<file path="config.mk">
export PLATFORM = sky130hd
export DESIGN_NAME = seg7_scan
export DESIGN_NICKNAME = d
export VERILOG_FILES = /design/src/rtl/seg7_scan_pkg.sv /design/src/rtl/hex_to_seg7.sv /design/src/rtl/seg7_scan.sv
export SDC_FILE = /design/constraint.sdc
export NUM_CORES = 1
export LEC_CHECK = 0
export BUFFER_PORTS_ARGS = -buffer_cell sky130_fd_sc_hd__buf_4
export CAP_MARGIN = 5
export CORE_MARGIN = 3
export CORE_UTILIZATION = 45
export DETAILED_ROUTE_END_ITERATION = 10
export PLACE_DENSITY = 0.68
export SKIP_CTS_REPAIR_TIMING = 1
export SLEW_MARGIN = 20
export SYNTH_ARGS = -nofsm -noshare
export SYNTH_HDL_FRONTEND = slang
export SYNTH_SLANG_ARGS = --single-unit
</file>
<file path="constraint.sdc">
create_clock -name clk -period 3.1 [get_ports clk]
set_clock_uncertainty 0.2 [all_clocks]
set_input_delay 0.155 -clock clk [delete_from_list [all_inputs] [get_ports clk]]
set_output_delay 0.155 -clock clk [all_outputs]
set_load 0.1 [all_outputs]
</file>
<file path="src/rtl/seg7_scan_pkg.sv">
// seg7_scan_pkg: shared FSM states and hex segment constants for the display scanner
package seg7_scan_pkg;
  typedef enum logic [1:0] {IDLE = 2'd0, BLANK = 2'd1, SHOW = 2'd2} state_e;
  localparam logic [6:0] SEG_OFF = 7'h00;
  localparam logic [15:0][6:0] SEG_TAB = {
    7'h71, 7'h79, 7'h5E, 7'h39, 7'h7C, 7'h77, 7'h6F, 7'h7F,
    7'h07, 7'h7D, 7'h6D, 7'h66, 7'h4F, 7'h5B, 7'h06, 7'h3F
  };
endpackage

</file>
<file path="src/rtl/hex_to_seg7.sv">
// hex_to_seg7: combinational nibble to high-true {g,f,e,d,c,b,a} decode
module hex_to_seg7
  import seg7_scan_pkg::*;
(
  input  logic [3:0] nib_i,
  output logic [6:0] seg_o
);
  assign seg_o = SEG_TAB[nib_i];
endmodule

</file>
<file path="src/rtl/seg7_scan.sv">
// seg7_scan: multiplexed hex display scanner stepped by a synchronized divider output
module seg7_scan
  import seg7_scan_pkg::*;
#(
  parameter int DIGITS       = 4,
  parameter bit ACTIVE_LOW   = 1'b1,
  parameter int BLANK_CYCLES = 2
) (
  input  logic                  clk,
  input  logic                  rst,
  input  logic                  div_in,
  input  logic [4*DIGITS-1:0]   value,
  input  logic [DIGITS-1:0]     dp,
  input  logic                  blank_lz,
  output logic [DIGITS-1:0]     an,
  output logic [6:0]            seg,
  output logic                  seg_dp,
  output logic                  frame_done
);
  localparam int IW = $clog2(DIGITS);
  localparam logic [IW-1:0] LAST = IW'(DIGITS - 1);
  localparam logic [7:0] BLAST = 8'(BLANK_CYCLES - 1);
  localparam logic [DIGITS-1:0] AN_OFF = {DIGITS{ACTIVE_LOW}};
  localparam logic [6:0] SEG_INV = {7{ACTIVE_LOW}};
  logic s1_q, s2_q, s3_q, step;
  state_e state_q, state_d;
  logic [IW-1:0] idx_q, idx_d;
  logic [7:0] cnt_q, cnt_d;
  logic [4*DIGITS-1:0] val_q, val_d;
  logic [DIGITS-1:0] dpm_q, dpm_d;
  logic blz_q, blz_d;
  logic [DIGITS-1:0] an_d, lz;
  logic [6:0] seg_d, dec;
  logic [3:0] nib;
  logic sdp_d, fd_d, zr, show;
  assign step = s2_q & ~s3_q;
  // two-flop synchronizer for div_in plus a delay stage for rising-edge detection
  always_ff @(posedge clk or posedge rst)
    if (rst) {s1_q, s2_q, s3_q} <= 3'b000;
    else {s1_q, s2_q, s3_q} <= {div_in, s1_q, s2_q};
  // next state: steps only advance from IDLE/SHOW; BLANK just counts down its gap
  always_comb begin
    state_d = state_q;
    idx_d = idx_q;
    cnt_d = cnt_q;
    val_d = val_q;
    dpm_d = dpm_q;
    blz_d = blz_q;
    fd_d = 1'b0;
    if (state_q == BLANK) begin
      cnt_d = cnt_q + 8'd1;
      state_d = (cnt_q == BLAST) ? SHOW : BLANK;
    end else if (step) begin
      state_d = (BLANK_CYCLES == 0) ? SHOW : BLANK;
      cnt_d = 8'd0;
      idx_d = (state_q == IDLE || idx_q == LAST) ? '0 : idx_q + 1'b1;
      fd_d = (state_q == SHOW) && (idx_q == LAST);
      val_d = (idx_d == '0) ? value : val_q;
      dpm_d = (idx_d == '0) ? dp : dpm_q;
      blz_d = (idx_d == '0) ? blank_lz : blz_q;
    end
  end
  // leading-zero mask: digits above the first nonzero nibble, digit 0 excluded
  always_comb begin
    zr = blz_d;
    lz = '0;
    for (int i = DIGITS - 1; i > 0; i--) begin
      zr = zr & (val_d[4*i +: 4] == 4'h0);
      lz[i] = zr;
    end
  end
  assign nib = val_d[4*idx_d +: 4];
  hex_to_seg7 u_dec (.nib_i(nib), .seg_o(dec));
  // pin-level outputs derived from next state so they move with the state register
  always_comb begin
    show = (state_d == SHOW);
    an_d = (show ? DIGITS'(1) << idx_d : '0) ^ AN_OFF;
    seg_d = ((show && !lz[idx_d]) ? dec : SEG_OFF) ^ SEG_INV;
    sdp_d = (show & dpm_d[idx_d]) ^ ACTIVE_LOW;
  end
  // state, index, blank counter and frame snapshot registers
  always_ff @(posedge clk or posedge rst)
    if (rst) begin
      state_q <= IDLE;
      idx_q <= '0;
      cnt_q <= 8'd0;
      val_q <= '0;
      dpm_q <= '0;
      blz_q <= 1'b0;
    end else begin
      state_q <= state_d;
      idx_q <= idx_d;
      cnt_q <= cnt_d;
      val_q <= val_d;
      dpm_q <= dpm_d;
      blz_q <= blz_d;
    end
  // output registers, reset to the inactive pin level
  always_ff @(posedge clk or posedge rst)
    if (rst) begin
      an <= AN_OFF;
      seg <= SEG_OFF ^ SEG_INV;
      seg_dp <= ACTIVE_LOW;
      frame_done <= 1'b0;
    end else begin
      an <= an_d;
      seg <= seg_d;
      seg_dp <= sdp_d;
      frame_done <= fd_d;
    end
endmodule

</file>
After elaboration in Yosys (flattened, before gate mapping) --
Memories as Yosys holds them, arrays and structs flattened. Index checks and enable logic that the tools add are counted.
Storage, ports and cells: register bits 49, bits in read-only memories 112, input port bits 24, output and inout port bits 13, memories kept 1
Memories:
- (no name shown) | words 16, bits a word 7, rd ports 1, clocked after memory_dff 0, write ports 0, line hex_to_seg7.sv:8 | assign seg_o = SEG_TAB[nib_i];
Cells by class: add/subtract/negate cells 2, order comparisons 2, equality and inequality tests 5, shift-type cells 2, muxes and demuxes 26, bitwise operators 9, reductions and logical operators 10
Operators with widths (count):
- two-way mux 16 bit | 3
- two-way mux 4 bit | 4
- two-way mux 8 bit | 2
- variable part select 16 x 5 -> 4 bit | 1
- two-way mux 7 bit | 2
- zero test 4 bit | 3
- two-way mux 2 bit | 6
- adder 8 x 1 -> 8 bit (second input constant) | 1
- equality test 8 x 1 -> 1 bit (second input constant) | 1
- two-way mux 1 bit | 7
- NOT 7 bit | 1
- equality test 2 bit (second input constant) | 3
- AND 1 bit | 5
- less-than comparator 4 x 5 -> 1 bit (second input constant) | 1
- binary-select mux 1 bit (select 2 bit) | 2
- zero test 2 bit | 2
- NOT 4 bit | 1
- << shifter 1 x 2 -> 4 bit (first input constant) | 1
- less-than comparator 2 x 3 -> 1 bit (second input constant) | 1
- adder 2 x 1 -> 2 bit (second input constant) | 1
- equality test 2 x 1 -> 1 bit (second input constant) | 1
- logical AND 1 bit | 2
- NOT 1 bit | 2
- nonzero test 2 bit | 1
- other kinds (2) | 2

Logic depth before layout (Yosys ltp) --
depth after elaboration 17, depth in mapped cells 14, gate-level depth less buffers 12

Modules after synthesis --
Synthesis repeated with hierarchy kept, for this count alone.
Unflattened totals: cell total of the unflattened synthesis 211, area, all modules 2486.1 sq um
Modules (own cells, without submodules):
- seg7_scan | instances 1, cells an instance 178, area each 2198.4 sq um
- hex_to_seg7 | instances 1, cells an instance 33, area each 287.8 sq um

Least setup slack after synthesis --
No wires, ideal clock.
kind reg-to-reg, start point register idx_q[0], end point register seg[4], setup time 0.107 ns, data arrival time 3.021 ns, data required time 2.793 ns, setup slack -0.228 ns, stages on the path, launching flop included 15, buffers on the path 2, clock period less this slack 3.328 ns, cells stage by stage dfrtp_1 > ha_1 > nor2b_1 > o311ai_4 > buf_4 > buf_2 > mux2i_1 > nand3_1 > o31ai_1 > nor3_1 > inv_1 > ha_1 > mux2_2 > nand2_1 > o211ai_1
Between the ends: longest elaborated chain between the ends 17, elaborated cells on any way between the ends 28
Ends and longest elaborated chain:
- from (decl) | line seg7_scan.sv:27 | logic [IW-1:0] idx_q, idx_d;
- from (signal assigned) | line seg7_scan.sv:92 | idx_q <= idx_d;
- branches (longest 15 deep; another with memory read (16 x 7 bit))
- two-way mux 7 bit (*) | line seg7_scan.sv:78 | seg_d = ((show && !lz[idx_d]) ? dec : SEG_OFF) ^ SEG_INV;
- NOT 7 bit (no source line) (*)
- named net seg_d[4] | line seg7_scan.sv:33 | logic [6:0] seg_d, dec;
- to (signal assigned) | line seg7_scan.sv:102 | seg <= SEG_OFF ^ SEG_INV;
- to (signal assigned) | line seg7_scan.sv:107 | seg <= seg_d;
- to (decl) | line seg7_scan.sv:16 | output logic [6:0] seg,
Mark *: on every way through the listed nets, which the timed path passes. The select of a mux whose other input is x is not followed. A chain may end at the register's enable or synchronous reset.

Worst setup path in the final report --
start point register idx_q[0], end point register seg[4]
Between the ends: elaborated cells on any way between the ends 28
RTL lines:
- branches (longest 2 deep; another with adder 2 x 1 -> 2 bit)
- two-way mux 2 bit (*) | line seg7_scan.sv:56 | idx_d = (state_q == IDLE || idx_q == LAST) ? '0 : idx_q + 1'b1;
- zero test 2 bit (*) | line seg7_scan.sv:58 | val_d = (idx_d == '0) ? value : val_q;
- two-way mux 16 bit (*) | line seg7_scan.sv:58
- two-way mux 16 bit (*) | line seg7_scan.sv:53 | end else if (step) begin
- two-way mux 16 bit (*) | line seg7_scan.sv:50 | if (state_q == BLANK) begin
- named net val_d[0] | line seg7_scan.sv:29 | logic [4*DIGITS-1:0] val_q, val_d;
- variable part select 16 x 5 -> 4 bit (*) | line seg7_scan.sv:72 | assign nib = val_d[4*idx_d +: 4];
- memory read (16 x 7 bit) (*)
- two-way mux 7 bit (not written as such) (*) | line hex_to_seg7.sv:8
- two-way mux 7 bit (*) | line seg7_scan.sv:78
- NOT 7 bit (no source line) (*)
- named net seg_d[4] | line seg7_scan.sv:33
Marks and branches as above.

==> results.md <==
- Total power: roughly 3900 µW
- Crit share post-route: 97.3%
- Synth top area cells: dfrtp_1, dfstp_2, mux2_2
- Hpwl dp: 3.23 mm
- Die area: 6190 µm²
- Crit. End Element: register
- Power Density: 1170 nW/µm²
- Worst min-delay path class: input pin to register
- Largest vdd supply drop: 0.711 mV
- Clock Latency Late Sink: around 0.3 ns
- Ant. Diodes: 0
- Slew margin rel.: a little under half
- Seq. cell area: between 1000 and 1500 µm²
- Routed len/inst: ~14 µm
- Leading area contributor after synthesis: dfrtp_1
- Post-Syn Instances: about 210
- # setup viols final: 0
- Layout area overhead: 40.4%
- Mapped Nets: 245
- Yosys warns: 0
- Slew @ Worst Pin: 0.807 ns
- Fraction of registers with async set/reset: 100%
- Minimum clock period: a little over 3 ns
- Crit path kind: register to register
- Top delay family on crit path: multiplexers
- Multi-input logic area: approximately 1100 µm²
- Chip width: 78.7 µm
- Seq/Total Area, Yosys: 52.2%
- Antenna-violating nets left: 0
- Startpoint type of the worst setup path: register
- Fin. Hold Viols: 0
- Top cell type's share of synthesized area: 38.9%
- Cell leakage power: between 0.0015 and 0.002 µW
- CP Data Arrival Time: 3.02 ns
- CTS H-Tree Depth: 2
- Clk sinks: 49
- Fin Hold WS: ~0.010 ns
- Crit path top cell by count: mux2_2
- Root buffer cell: clkbuf_8
- Core Box Area: 4910 µm²
- Gr usage total: between 15 and 20%
- CTS tree: built
- DRC viols: 0
- Drt pass-1 iters: 4
- Die Ht: around 79 µm
- Distinct cell type count after synthesis: 44
- Row count: 25
- Critical path data required time: 3.10 ns
- Cts bufs inserted: 5
- CP max FO: 7
- Status: complete, no violations
- Starting Density: 48.4%
- CP cell instances: ha_4 > nor2b_2 > o311ai_4 > buf_6 > buf_12 > mux2_2 > mux2i_1 > mux2i_2 > buf_4 > ha_2 > mux2_2 > nand2_1 > o211ai_1
- Buf+Inv Stages, Crit Path: 3
- Setup_tns: 0 ns
- Largest net degree at the start of global routing: 50
- Ports: 37
- EDFF count, synth: 0
- Nets: around 330
- Top_reg_cell synth: dfrtp_1
- #FFs+latches synth: 49
- Clock transition at path regs: about 0.10 ns
- Total global routing overflow: 0
- Max-slew violation count: 0
- Fill cells: approximately 380
- Fraction of layout cells with a size suffix above 1: between 30% and 40%
- Vias in the first global route: approximately 1.7k
- PortBufs: 36
- Gpl congestion: between 0.8 and 0.9
- Critical path's largest stage delay: 0.42 ns
- CP max-delay cell: dfrtp_1
- Via density: 5.12
- Netlist Area Pre-Place: ~2400 µm²
- Post-Route Utilization: 68.0%
- Maximum buffer depth of the clock tree: 2
- First-pass GRT wire length: 7.92 mm
- Max-Cap Viols: 0
- Total number of vias: 1848
- Fmax: 331 MHz
- Routed WL: just over 5 mm
- Initial antenna violation count: 0
- Average size of a mapped cell: 11.2 µm²
- Drt initial violations: about 50
-- layer usage --
layer  vias to the layer above  GRT usage (%)  share of wire, %
met5                         -              0                 0
met4                         0           5.24               1.3
met3                         6           4.13               3.4
met2                        29           25.0                48
met1                       900           22.1                48
li1                        913              -                 -
-- power by group --
group | total, µW | switching (µW) | internal, µW
combinational | 2390 | 1400 | 988
sequential | 1040 | 122 | 922
clock | 463 | 221 | 242
-- cells in the mapped netlist (2+ instances only) --
master / count
o221ai_1: 2
nor2b_1: 3
dfstp_2: 12
o31ai_1: 2
o21ai_1: 2
nand2_1: 11
nor2_1: 13
nand4_1: 2
inv_2: 2
buf_4: 2
o21ai_0: 15
dfrtp_1: 37
mux2_2: 16
buf_2: 3
and3_1: 4
a31oi_1: 2
ha_1: 9
o211ai_1: 3
nor3_1: 9
inv_1: 14
mux2i_1: 15
nand3_1: 11
nand2b_1: 2
-- placed cells by master (no fill, tap or decap), drive strengths merged, types with 2 or more instances in the layout --
master and instances:
clkinv 2, o21ai 17, nand3 11, dfstp 12, o211ai 3, nand2b 2
mux2 17, clkbuf 7, inv 15, nor2b 3, and3 4, dfrtp 37
o31ai 2, nand2 12, ha 9, a31oi 2, nor3 9, nand4 2
dlygate4sd3 22, buf 57, o221ai 2, nor2 13, mux2i 15
-- cell families (layout without fill, tap and decap cells) --
family,Yosys count,after routing,share of synthesized area [%]
multiplexers,32,32,14.5
AND/OR/NAND/NOR,63,63,13.5
adder cells (fa/ha/maj),9,9,4.74
flip-flops,49,49,52.2
AO/OA/AOI/OAI,36,36,10.6
buffers and inverters,23,105,4.42
-- flip-flops by register name, indices dropped and copies added (netlist names), 2 cells and up --
| signal | count |
|---|---|
| an | 4 |
| cnt_q | 8 |
| dpm_q | 4 |
| idx_q | 2 |
| seg | 7 |
| state_q | 2 |
| val_q | 16 |
-- stage by stage --
step                setup slack (ns)  cell area (µm²)  cells
finish                        0.0826             3340    361
global route                 -0.0227             3340    361
CTS                           -0.106             2930    330
detailed placement           -0.0636             2820    322
global placement              0.0680             2820    322
floorplan                    0.00805             2400    212
-- worst reg2reg max path, cell delays in order, from the launching register on --
cell      delay, ns
dfrtp_1        0.42
ha_4           0.28
nor2b_2        0.04
o311ai_4       0.21
buf_6          0.17
buf_12         0.12
mux2_2         0.35
mux2i_1        0.18
mux2i_2        0.15
buf_4          0.16
ha_2           0.20
mux2_2         0.27
nand2_1        0.06
o211ai_1       0.09
-- final cells by class --
cell class / count / area share, %
timing repair buffer: 81 / 21.5
clock buffer: 5 / 2.06
inverter: 16 / 1.84
multi-input combinational: 140 / 33.5
tap: 67 / 2.51
clock inverter: 3 / 1.39
sequential: 49 / 37.2
-- worst paths after layout --
path	start	endpoint	slack, ns	cells past startpoint
worst min register to register	s1_q	s2_q	0.16	0
min in group asynchronous	rst	cnt_q[4]	0.33	3
worst max-delay path	idx_q[0]	seg[4]	0.08	13
max in group asynchronous	rst	val_q[9]	1.88	3
worst max register to register	idx_q[0]	seg[4]	0.08	13
worst min-delay path	value[13]	val_q[13]	0.01	4
(Power assumes the default switching activity.)
